==> config.mk <==
export PLATFORM = sky130hd
export DESIGN_NAME = hazard_ctrl_flat
export DESIGN_NICKNAME = d
export VERILOG_FILES = /design/src/rtl/hazard_ctrl_pkg.sv /design/src/rtl/hazard_ctrl_if.sv /design/src/rtl/hazard_ctrl_detect.sv /design/src/rtl/hazard_ctrl.sv /design/src/flat_wrapper.sv
export SDC_FILE = /design/constraint.sdc
export NUM_CORES = 1
export LEC_CHECK = 0
export ABC_AREA = 1
export BUFFER_PORTS_ARGS = -buffer_cell sky130_fd_sc_hd__buf_2
export CAP_MARGIN = 20
export CORE_ASPECT_RATIO = 0.8
export CORE_UTILIZATION = 37
export CTS_CLUSTER_SIZE = 14
export DETAILED_ROUTE_END_ITERATION = 16
export PLACE_DENSITY = 0.69
export SYNTH_ARGS = -nofsm -noshare
export SYNTH_HDL_FRONTEND = slang
export SYNTH_SLANG_ARGS = --single-unit
==> constraint.sdc <==
create_clock -name clk -period 1.4 [get_ports clk]
set_input_delay 0 -clock clk [delete_from_list [all_inputs] [get_ports clk]]
set_output_delay 0 -clock clk [all_outputs]
set_load 0.01 [all_outputs]
==> src/rtl/hazard_ctrl_pkg.sv <==
// rtl/hazard_ctrl_pkg.sv - shared widths, opcodes and FSM encoding for the hazard controller
package hazard_ctrl_pkg;

    localparam int REG_W = 5;
    localparam int OPC_W = 6;
    localparam int CNT_W = 16;

    localparam logic [OPC_W-1:0] OPC_BEQ = 6'h04;
    localparam logic [OPC_W-1:0] OPC_BNE = 6'h05;
    localparam logic [OPC_W-1:0] OPC_J   = 6'h02;
    localparam logic [OPC_W-1:0] OPC_LW  = 6'h23;

    typedef enum logic [2:0] {
        ST_RUN      = 3'd0,
        ST_LU_STALL = 3'd1,
        ST_BR_STALL = 3'd2,
        ST_MEM_WAIT = 3'd3
    } state_t;

    function automatic logic is_branch(input logic [OPC_W-1:0] opc);
        return (opc == OPC_BEQ) || (opc == OPC_BNE);
    endfunction

endpackage

==> src/rtl/hazard_ctrl_if.sv <==
// rtl/hazard_ctrl_if.sv - decode/EX/memory inputs and pipeline control outputs of the hazard controller
interface hazard_ctrl_if;
    import hazard_ctrl_pkg::*;

    logic [OPC_W-1:0] id_opcode;
    logic [REG_W-1:0] id_rs;
    logic [REG_W-1:0] id_rt;
    logic             ex_memread;
    logic [REG_W-1:0] ex_rt;
    logic             ex_regwrite;
    logic [REG_W-1:0] ex_rd;
    logic             br_taken;
    logic             imem_ready;
    logic             dmem_ready;
    logic             pc_write;
    logic             ifid_write;
    logic             ifid_flush;
    logic             idex_bubble;
    logic             exmem_hold;
    logic [2:0]       state_o;

    modport master (
        output id_opcode, id_rs, id_rt, ex_memread, ex_rt, ex_regwrite, ex_rd,
               br_taken, imem_ready, dmem_ready,
        input  pc_write, ifid_write, ifid_flush, idex_bubble, exmem_hold, state_o
    );

    modport slave (
        input  id_opcode, id_rs, id_rt, ex_memread, ex_rt, ex_regwrite, ex_rd,
               br_taken, imem_ready, dmem_ready,
        output pc_write, ifid_write, ifid_flush, idex_bubble, exmem_hold, state_o
    );

endinterface

==> src/rtl/hazard_ctrl_detect.sv <==
// rtl/hazard_ctrl_detect.sv - combinational load-use / load-to-branch / ALU-to-branch hazard terms
module hazard_detect
    import hazard_ctrl_pkg::*;
(
    input  logic [OPC_W-1:0] id_opcode,
    input  logic [REG_W-1:0] id_rs,
    input  logic [REG_W-1:0] id_rt,
    input  logic             ex_memread,
    input  logic [REG_W-1:0] ex_rt,
    input  logic             ex_regwrite,
    input  logic [REG_W-1:0] ex_rd,
    output logic             lu,
    output logic             bh,
    output logic             is_br
);

    // $zero is hard-wired, so a producer targeting it never blocks a consumer
    assign is_br = is_branch(id_opcode);
    assign lu    = ex_memread && (ex_rt != '0) && ((ex_rt == id_rs) || (ex_rt == id_rt));
    assign bh    = is_br && ex_regwrite && (ex_rd != '0) && ((ex_rd == id_rs) || (ex_rd == id_rt));

endmodule

==> src/rtl/hazard_ctrl.sv <==
// rtl/hazard_ctrl.sv - pipeline hazard FSM; HAZARD_CTRL_PERF_EN adds stall/flush counters
module hazard_ctrl
    import hazard_ctrl_pkg::*;
(
    input  logic                 clk,
    input  logic                 rst,
    hazard_ctrl_if.slave         bus
`ifdef HAZARD_CTRL_PERF_EN
    ,
    output logic [CNT_W-1:0]     stall_cnt,
    output logic [CNT_W-1:0]     flush_cnt
`endif
);

    state_t state, state_nxt;
    logic   lu, bh, is_br;
    logic   pc_write, ifid_write, ifid_flush, idex_bubble, exmem_hold;

    hazard_detect u_detect (
        .id_opcode   (bus.id_opcode),
        .id_rs       (bus.id_rs),
        .id_rt       (bus.id_rt),
        .ex_memread  (bus.ex_memread),
        .ex_rt       (bus.ex_rt),
        .ex_regwrite (bus.ex_regwrite),
        .ex_rd       (bus.ex_rd),
        .lu          (lu),
        .bh          (bh),
        .is_br       (is_br)
    );

    always_ff @(posedge clk or negedge rst) begin
        if (!rst) state <= ST_RUN;
        else      state <= state_nxt;
    end

    always_comb begin
        state_nxt   = state;
        pc_write    = 1'b0;
        ifid_write  = 1'b0;
        ifid_flush  = 1'b0;
        idex_bubble = 1'b0;
        exmem_hold  = 1'b0;
        if (!rst) begin
            // reset acts immediately on the outputs, not just on the next edge
            state_nxt   = ST_RUN;
            ifid_flush  = 1'b1;
            idex_bubble = 1'b1;
        end else begin
            case (state)
                ST_RUN: begin
                    if (!bus.dmem_ready) begin
                        exmem_hold = 1'b1;
                        state_nxt  = ST_MEM_WAIT;
                    end else if (lu || bh) begin
                        idex_bubble = 1'b1;
                        state_nxt   = (lu && is_br) ? ST_BR_STALL : ST_LU_STALL;
                    end else if (bus.br_taken || (bus.id_opcode == OPC_J)) begin
                        pc_write   = 1'b1;
                        ifid_write = 1'b1;
                        ifid_flush = 1'b1;
                    end else if (!bus.imem_ready) begin
                        idex_bubble = 1'b1;
                    end else begin
                        pc_write   = 1'b1;
                        ifid_write = 1'b1;
                    end
                end
                ST_LU_STALL: begin
                    pc_write   = 1'b1;
                    ifid_write = 1'b1;
                    state_nxt  = ST_RUN;
                end
                ST_BR_STALL: begin
                    idex_bubble = 1'b1;
                    state_nxt   = ST_LU_STALL;
                end
                ST_MEM_WAIT: begin
                    // ID stays frozen on the release cycle; RUN re-evaluates hazards next
                    exmem_hold = !bus.dmem_ready;
                    if (bus.dmem_ready) state_nxt = ST_RUN;
                end
                default: state_nxt = ST_RUN;
            endcase
        end
    end

    assign bus.pc_write    = pc_write;
    assign bus.ifid_write  = ifid_write;
    assign bus.ifid_flush  = ifid_flush;
    assign bus.idex_bubble = idex_bubble;
    assign bus.exmem_hold  = exmem_hold;
    assign bus.state_o     = state;

`ifdef HAZARD_CTRL_PERF_EN
    always_ff @(posedge clk or negedge rst) begin
        if (!rst) begin
            stall_cnt <= '0;
            flush_cnt <= '0;
        end else begin
            if (!pc_write && (stall_cnt != '1)) stall_cnt <= stall_cnt + CNT_W'(1);
            if (ifid_flush && (flush_cnt != '1)) flush_cnt <= flush_cnt + CNT_W'(1);
        end
    end
`endif

endmodule
==> src/flat_wrapper.sv <==
// flat-port wrapper written by rule: the top's interface ports become plain ports
module hazard_ctrl_flat import hazard_ctrl_pkg::*;
  (clk, rst, bus_id_opcode, bus_id_rs, bus_id_rt, bus_ex_memread, bus_ex_rt, bus_ex_regwrite, bus_ex_rd, bus_br_taken, bus_imem_ready, bus_dmem_ready, bus_pc_write, bus_ifid_write, bus_ifid_flush, bus_idex_bubble, bus_exmem_hold, bus_state_o);
  hazard_ctrl_if bus_i ();
  input  logic clk;
  input  logic rst;
  input wire logic [$bits(bus_i.id_opcode)-1:0] bus_id_opcode;
  input wire logic [$bits(bus_i.id_rs)-1:0] bus_id_rs;
  input wire logic [$bits(bus_i.id_rt)-1:0] bus_id_rt;
  input wire logic [$bits(bus_i.ex_memread)-1:0] bus_ex_memread;
  input wire logic [$bits(bus_i.ex_rt)-1:0] bus_ex_rt;
  input wire logic [$bits(bus_i.ex_regwrite)-1:0] bus_ex_regwrite;
  input wire logic [$bits(bus_i.ex_rd)-1:0] bus_ex_rd;
  input wire logic [$bits(bus_i.br_taken)-1:0] bus_br_taken;
  input wire logic [$bits(bus_i.imem_ready)-1:0] bus_imem_ready;
  input wire logic [$bits(bus_i.dmem_ready)-1:0] bus_dmem_ready;
  output wire logic [$bits(bus_i.pc_write)-1:0] bus_pc_write;
  output wire logic [$bits(bus_i.ifid_write)-1:0] bus_ifid_write;
  output wire logic [$bits(bus_i.ifid_flush)-1:0] bus_ifid_flush;
  output wire logic [$bits(bus_i.idex_bubble)-1:0] bus_idex_bubble;
  output wire logic [$bits(bus_i.exmem_hold)-1:0] bus_exmem_hold;
  output wire logic [$bits(bus_i.state_o)-1:0] bus_state_o;
  assign bus_i.id_opcode = bus_id_opcode;
  assign bus_i.id_rs = bus_id_rs;
  assign bus_i.id_rt = bus_id_rt;
  assign bus_i.ex_memread = bus_ex_memread;
  assign bus_i.ex_rt = bus_ex_rt;
  assign bus_i.ex_regwrite = bus_ex_regwrite;
  assign bus_i.ex_rd = bus_ex_rd;
  assign bus_i.br_taken = bus_br_taken;
  assign bus_i.imem_ready = bus_imem_ready;
  assign bus_i.dmem_ready = bus_dmem_ready;
  assign bus_pc_write = bus_i.pc_write;
  assign bus_ifid_write = bus_i.ifid_write;
  assign bus_ifid_flush = bus_i.ifid_flush;
  assign bus_idex_bubble = bus_i.idex_bubble;
  assign bus_exmem_hold = bus_i.exmem_hold;
  assign bus_state_o = bus_i.state_o;
  hazard_ctrl u_core (.clk(clk), .rst(rst), .bus(bus_i));
endmodule
Yosys cells after proc, flatten, opt, wreduce, memory -nomap -nowiden

Index checks and enable logic that the tools add are counted.

Bits in registers: 3
Output and inout port bits: 8
Logic and storage cells: 55

Equality and inequality tests: 12
Muxes and demuxes: 26
Reductions and logical operators: 16

Operators with widths:

| operator             | count |
|---|---|
| $eq A5 B5 Y1         | 4 |
| $mux W1              | 17 |
| $eq A6 B3 Y1 const B | 2 |
| $mux W3              | 4 |
| $reduce_bool A5 Y1   | 2 |
| $pmux W3 S3          | 1 |
| $eq A3 B2 Y1 const B | 2 |
| $eq A6 B2 Y1 const B | 1 |
| $logic_and A1 B1 Y1  | 6 |
| $pmux W1 S2          | 3 |
| $logic_or A1 B1 Y1   | 5 |
| $ne A4 B3 Y1 const B | 1 |
| $eq A3 B1 Y1 const B | 1 |
| $logic_not A3 Y1     | 1 |
| $ne A3 B3 Y1 const B | 1 |
| $mux W2              | 1 |
| $reduce_and A2 Y1    | 1 |
| $logic_not A1 Y1     | 1 |

Depth between registers and ports, before layout

Word-level depth: 10
Depth in mapped cells: 12
Gate-level depth less buffers: 11

By module

From an unflattened synthesis, not the netlist that was laid out.

Cells, all modules: 139
Area total of the unflattened synthesis: 696.9 um^2

By module, submodules not included:

| module        | times used | cells each | area each (um^2) | sequential area each (um^2) |
|---|---|---|---|---|
| hazard_detect | 1          | 88         | 389.1            | 0.0 |
| hazard_ctrl   | 1          | 51         | 307.8            | 50.0 |

Least setup slack after synthesis

Ideal clock, no wire load.

Path kind: register to register
Start: register u_core.state[0], in the netlist u_core.bus.state_o[0]
End: register u_core.state[0], in the netlist u_core.bus.state_o[0]
Setup time: 0.076 ns
Data arrival time: 1.208 ns
Data required time: 1.324 ns
Slack: 0.115 ns
Stages on the path, launching flop included: 9
Buffers on the path: 0
Cell sequence: dfrtp_1 inv_1 ha_1 nand2_1 nor2_1 nand3_2 nand2_2 nand2_1 o21ai_1

Longest elaborated chain between the ends: 3
Elaborated cells between the ends (all ways): 8
Classes of those cells: 4 x eq/ne; 2 x mux; 2 x reduce/logical

Ends and longest elaborated chain:

| what                                                    | line              | source |
|---|---|---|
| start, declared                                         | hazard_ctrl.sv:15 | `state_t state, state_nxt;` |
| start signal, assigned                                  | hazard_ctrl.sv:34 | `else state <= state_nxt;` |
| $eq A3 B2 Y1 / $logic_not A3 Y1 (equally long branches) | hazard_ctrl.sv:50 | `case (state)` |
| $pmux W3 S3, or another cell as far along               | hazard_ctrl.sv:50 |  |
| $mux W3 / $reduce_and A2 Y1 (equally long branches)     | --                |  |

Parallel ways exist; a longest one is shown, timed or not.
A chain may end at the register's enable or synchronous reset.

Worst setup path in the final report

Start: register u_core.state[0], in the netlist u_core.bus.state_o[0]
End: output bus_ifid_flush

Longest elaborated chain between the ends: 3

Ends and longest elaborated chain:

| what             | line               | source |
|---|---|---|
| $logic_not A3 Y1 | hazard_ctrl.sv:50  |  |
| $mux W1          | hazard_ctrl.sv:50  |  |
| $mux W1          | hazard_ctrl.sv:44  | `if (!rst) begin` |
| end, declared    | flat_wrapper.sv:19 | `output wire logic [$bits(bus_i.ifid_flush)-1:0] bus_ifid_flush;` |

No other way between the ends.

==> key figures <==
Run status
  • Status: finished clean

Yosys
  • Syn Area/Cell: 4.93 sq um
  • Largest cells by area after synthesis: nand2_1, inv_1, nor2_1
  • FF+latch count, synth: 2
  • Number of synthesis warnings: 0
  • Post-synth top area cell: nand2_1
  • Cells after Synth: 143
  • Post-Syn Nets: 180
  • Count of different cell masters after synthesis: 21
  • Netlist Area Pre-Place: 706 sq um
  • Synth top area share: 29.3%
  • Sequential area share after synthesis: 7.09%

Placed design
  • Port Buffer Count: 39
  • GP Congestion: 0.768
  • Post-detail-place hpwl: 1550 microns

Worst setup path
  • Crit path max-delay family: flip-flops
  • Number of cells on the critical path: 6
  • Crit path cell chain: inv_2 > ha_4 > buf_4 > nand3_1 > o21ai_0 > buf_2
  • Crit-path max cell delay: 370 ps
  • Reg2reg path depth: 6
  • Arr. time, crit path: 1300 ps
  • CP endpoint kind: output port
  • Startpoint type of the worst setup path: flop
  • Req. time, crit path: 1400 ps
  • FF-to-FF setup slack: 190 ps
  • CP Launch Point: u_core.bus.state_o[0]
  • Buffer and inverter count on the worst path: 3
  • Max FO, Critical Path: 4
  • Worst Setup EP: bus_ifid_flush
  • Worst reg2reg path endpoint: u_core.bus.state_o[0]
  • Worst r2r src: u_core.bus.state_o[1]
  • Crit Path Class: flop to output port
  • Slowest cell on the critical path: dfrtp_1

Pwr
  • P per Cell Area: 611 mW/mm^2
  • Post-layout power: 0.601 mW
  • Max VDD drop: 0.458 mV
  • Leakage: 0.657 nW

Timing
  • Setup Skew: 1.94 ps
  • Crit path time final: 1300 ps
  • Fmax: 769 MHz
  • Final critical-path share of the clock period: 92.8%
  • Final slew viol count: 0
  • Final setup viols: 0
  • Fin. Hold Viols: 0

Floorplan
  • Rows: 13
  • Die ar.: 0.00209 sq mm
  • Die H: 41.1 microns
  • Chip width: 50.8 microns
  • Starting density of the core: 41.3%
  • I/O pins: 41
  • CORE AREA: 0.00171 sq mm

Clocking
  • CTS Buf Count: 3
  • H-tree levels: 1
  • Root buf cell: clkbuf_4
  • Clk Latency, worst-skew pair: 220 ps
  • CTS tree: done
  • CTS Buffer Depth: 2
  • Clock tree sinks: 2
  • CTS clk-pin slew, worst paths: 30 ps

Drt
  • Drt first pass iters: 4
  • DRT iter0 DRCs: 13
  • Vias post-DR: 933
  • Wire per inst: 8.49 microns
  • DRC: 0
  • Vias per std cell: 4.46
  • ANT nets after route: 0
  • Routed WL: 1770 microns

Global route
  • First-pass GRT wire length: 2880 microns
  • Initial antenna violation count: 0
  • Global Route met2 Usage: 31.7%
  • Number of global-route vias before repair: 720
  • Met3 global-route usage: 3.70%
  • Met1 usage: 25.6%
  • Largest net degree at the start of global routing: 8
  • Grt total ovfl: 0
  • Total Routing Usage GR: 18.5%
  • Layer with the highest usage: met2

Final layout
  • Most common cell after layout, fill and taps aside: nand2_1
  • Largest register FFs: 2
  • Final core occ: 57.6%
  • N_diodes: 0
  • Nets: 226
  • Layout cells sized above 1: 31.0%
  • Most frequent cells in the layout: nand2_1, buf_2, inv_1
  • Area grow syn2layout: 39.4%

Min path
  • Hold crit path type: input pin to flop

Flow run
  • Maxcap violations: 0
-- repair_timing --
item / 4_1_cts / 5_1_grt
setup buffers: 2 / 0
pin swaps: 0 / 1
gates resized for setup: 1 / 5
endpoints found under the hold margin: 2 / 0
setup endpoints to repair: 4 / 4
hold buffers: 1 / 0
cloned: 0 / 0
-- metal layers --
metal  share of wire [%]  up-vias
met1                  53      377
met2                  41       38
met4                0.23        0
li1                    -      516
met3                 6.1        2
met5                   0        -
-- cell usage after synthesis (all sizes together) --
library cell	count
o21ai	6
nand4	2
conb	1
dfrtp	2
nor3	4
nor2	19
xnor2	4
ha	4
inv	29
xor2	2
nand2	58
nand3	9
a21oi	1
buf	2
-- metrics by stage --
stage | setup TNS (ps) | instance area, sq um | std cells | hold slack, ps | setup slack (ps)
6_report | 0 | 983 | 209 | 113 | 100
5_1_grt | -2.33 | 983 | 209 | 130 | -2.33
4_1_cts | 0 | 971 | 209 | 109 | 63.3
3_5_place_dp | 0 | 921 | 203 | -175 | 88.6
3_3_place_gp | 0 | 921 | 203 | -177 | 174
2_1_floorplan | 0 | 706 | 143 | -296 | 115
-- power breakdown --
group | switching (mW) | internal (mW) | leakage [nW]
logic | 0.217 | 0.180 | 0.617
clock network | 0.0313 | 0.0943 | 0.0138
registers | 0.00811 | 0.0704 | 0.0260
-- tightest hold or removal path, cell delays in order --
cell,delay (ps)
buf_2,120
nand2_1,60
nand2_1,50
o21ai_1,60
-- logic make-up (layout without fill, tap and decap cells) --
logic type | after synthesis | count (layout) | share of synthesized area, %
XOR/XNOR | 6 | 6 | 7.45
AO/OA/AOI/OAI | 7 | 7 | 5.50
other | 1 | 1 | 0.531
flip-flops | 2 | 2 | 7.09
adder cells (fa/ha/maj) | 4 | 4 | 7.09
AND/OR/NAND/NOR | 92 | 92 | 54.8
buffers and inverters | 31 | 75 | 17.6
-- area by class of cell --
cell class,instances,area (sq um)
inverter,29,109
timing repair buffer,43,228
sequential,2,50.0
tap,22,27.5
fill,211,724
clock buffer,3,22.5
multi-input combinational,110,547
-- worst min path at each step --
stage                         startpoint               endpoint  slack, ps  cells after the start
after floorplan                      rst  u_core.bus.state_o[0]       -300                      0
after global placement               rst  u_core.bus.state_o[0]       -180                      1
after detailed placement             rst  u_core.bus.state_o[0]       -180                      1
after CTS                 bus_dmem_ready  u_core.bus.state_o[1]        110                      4
after global routing                 rst  u_core.bus.state_o[1]        130                      2
final                     bus_dmem_ready  u_core.bus.state_o[1]        110                      4
Power figures use the tool's default switching activity.
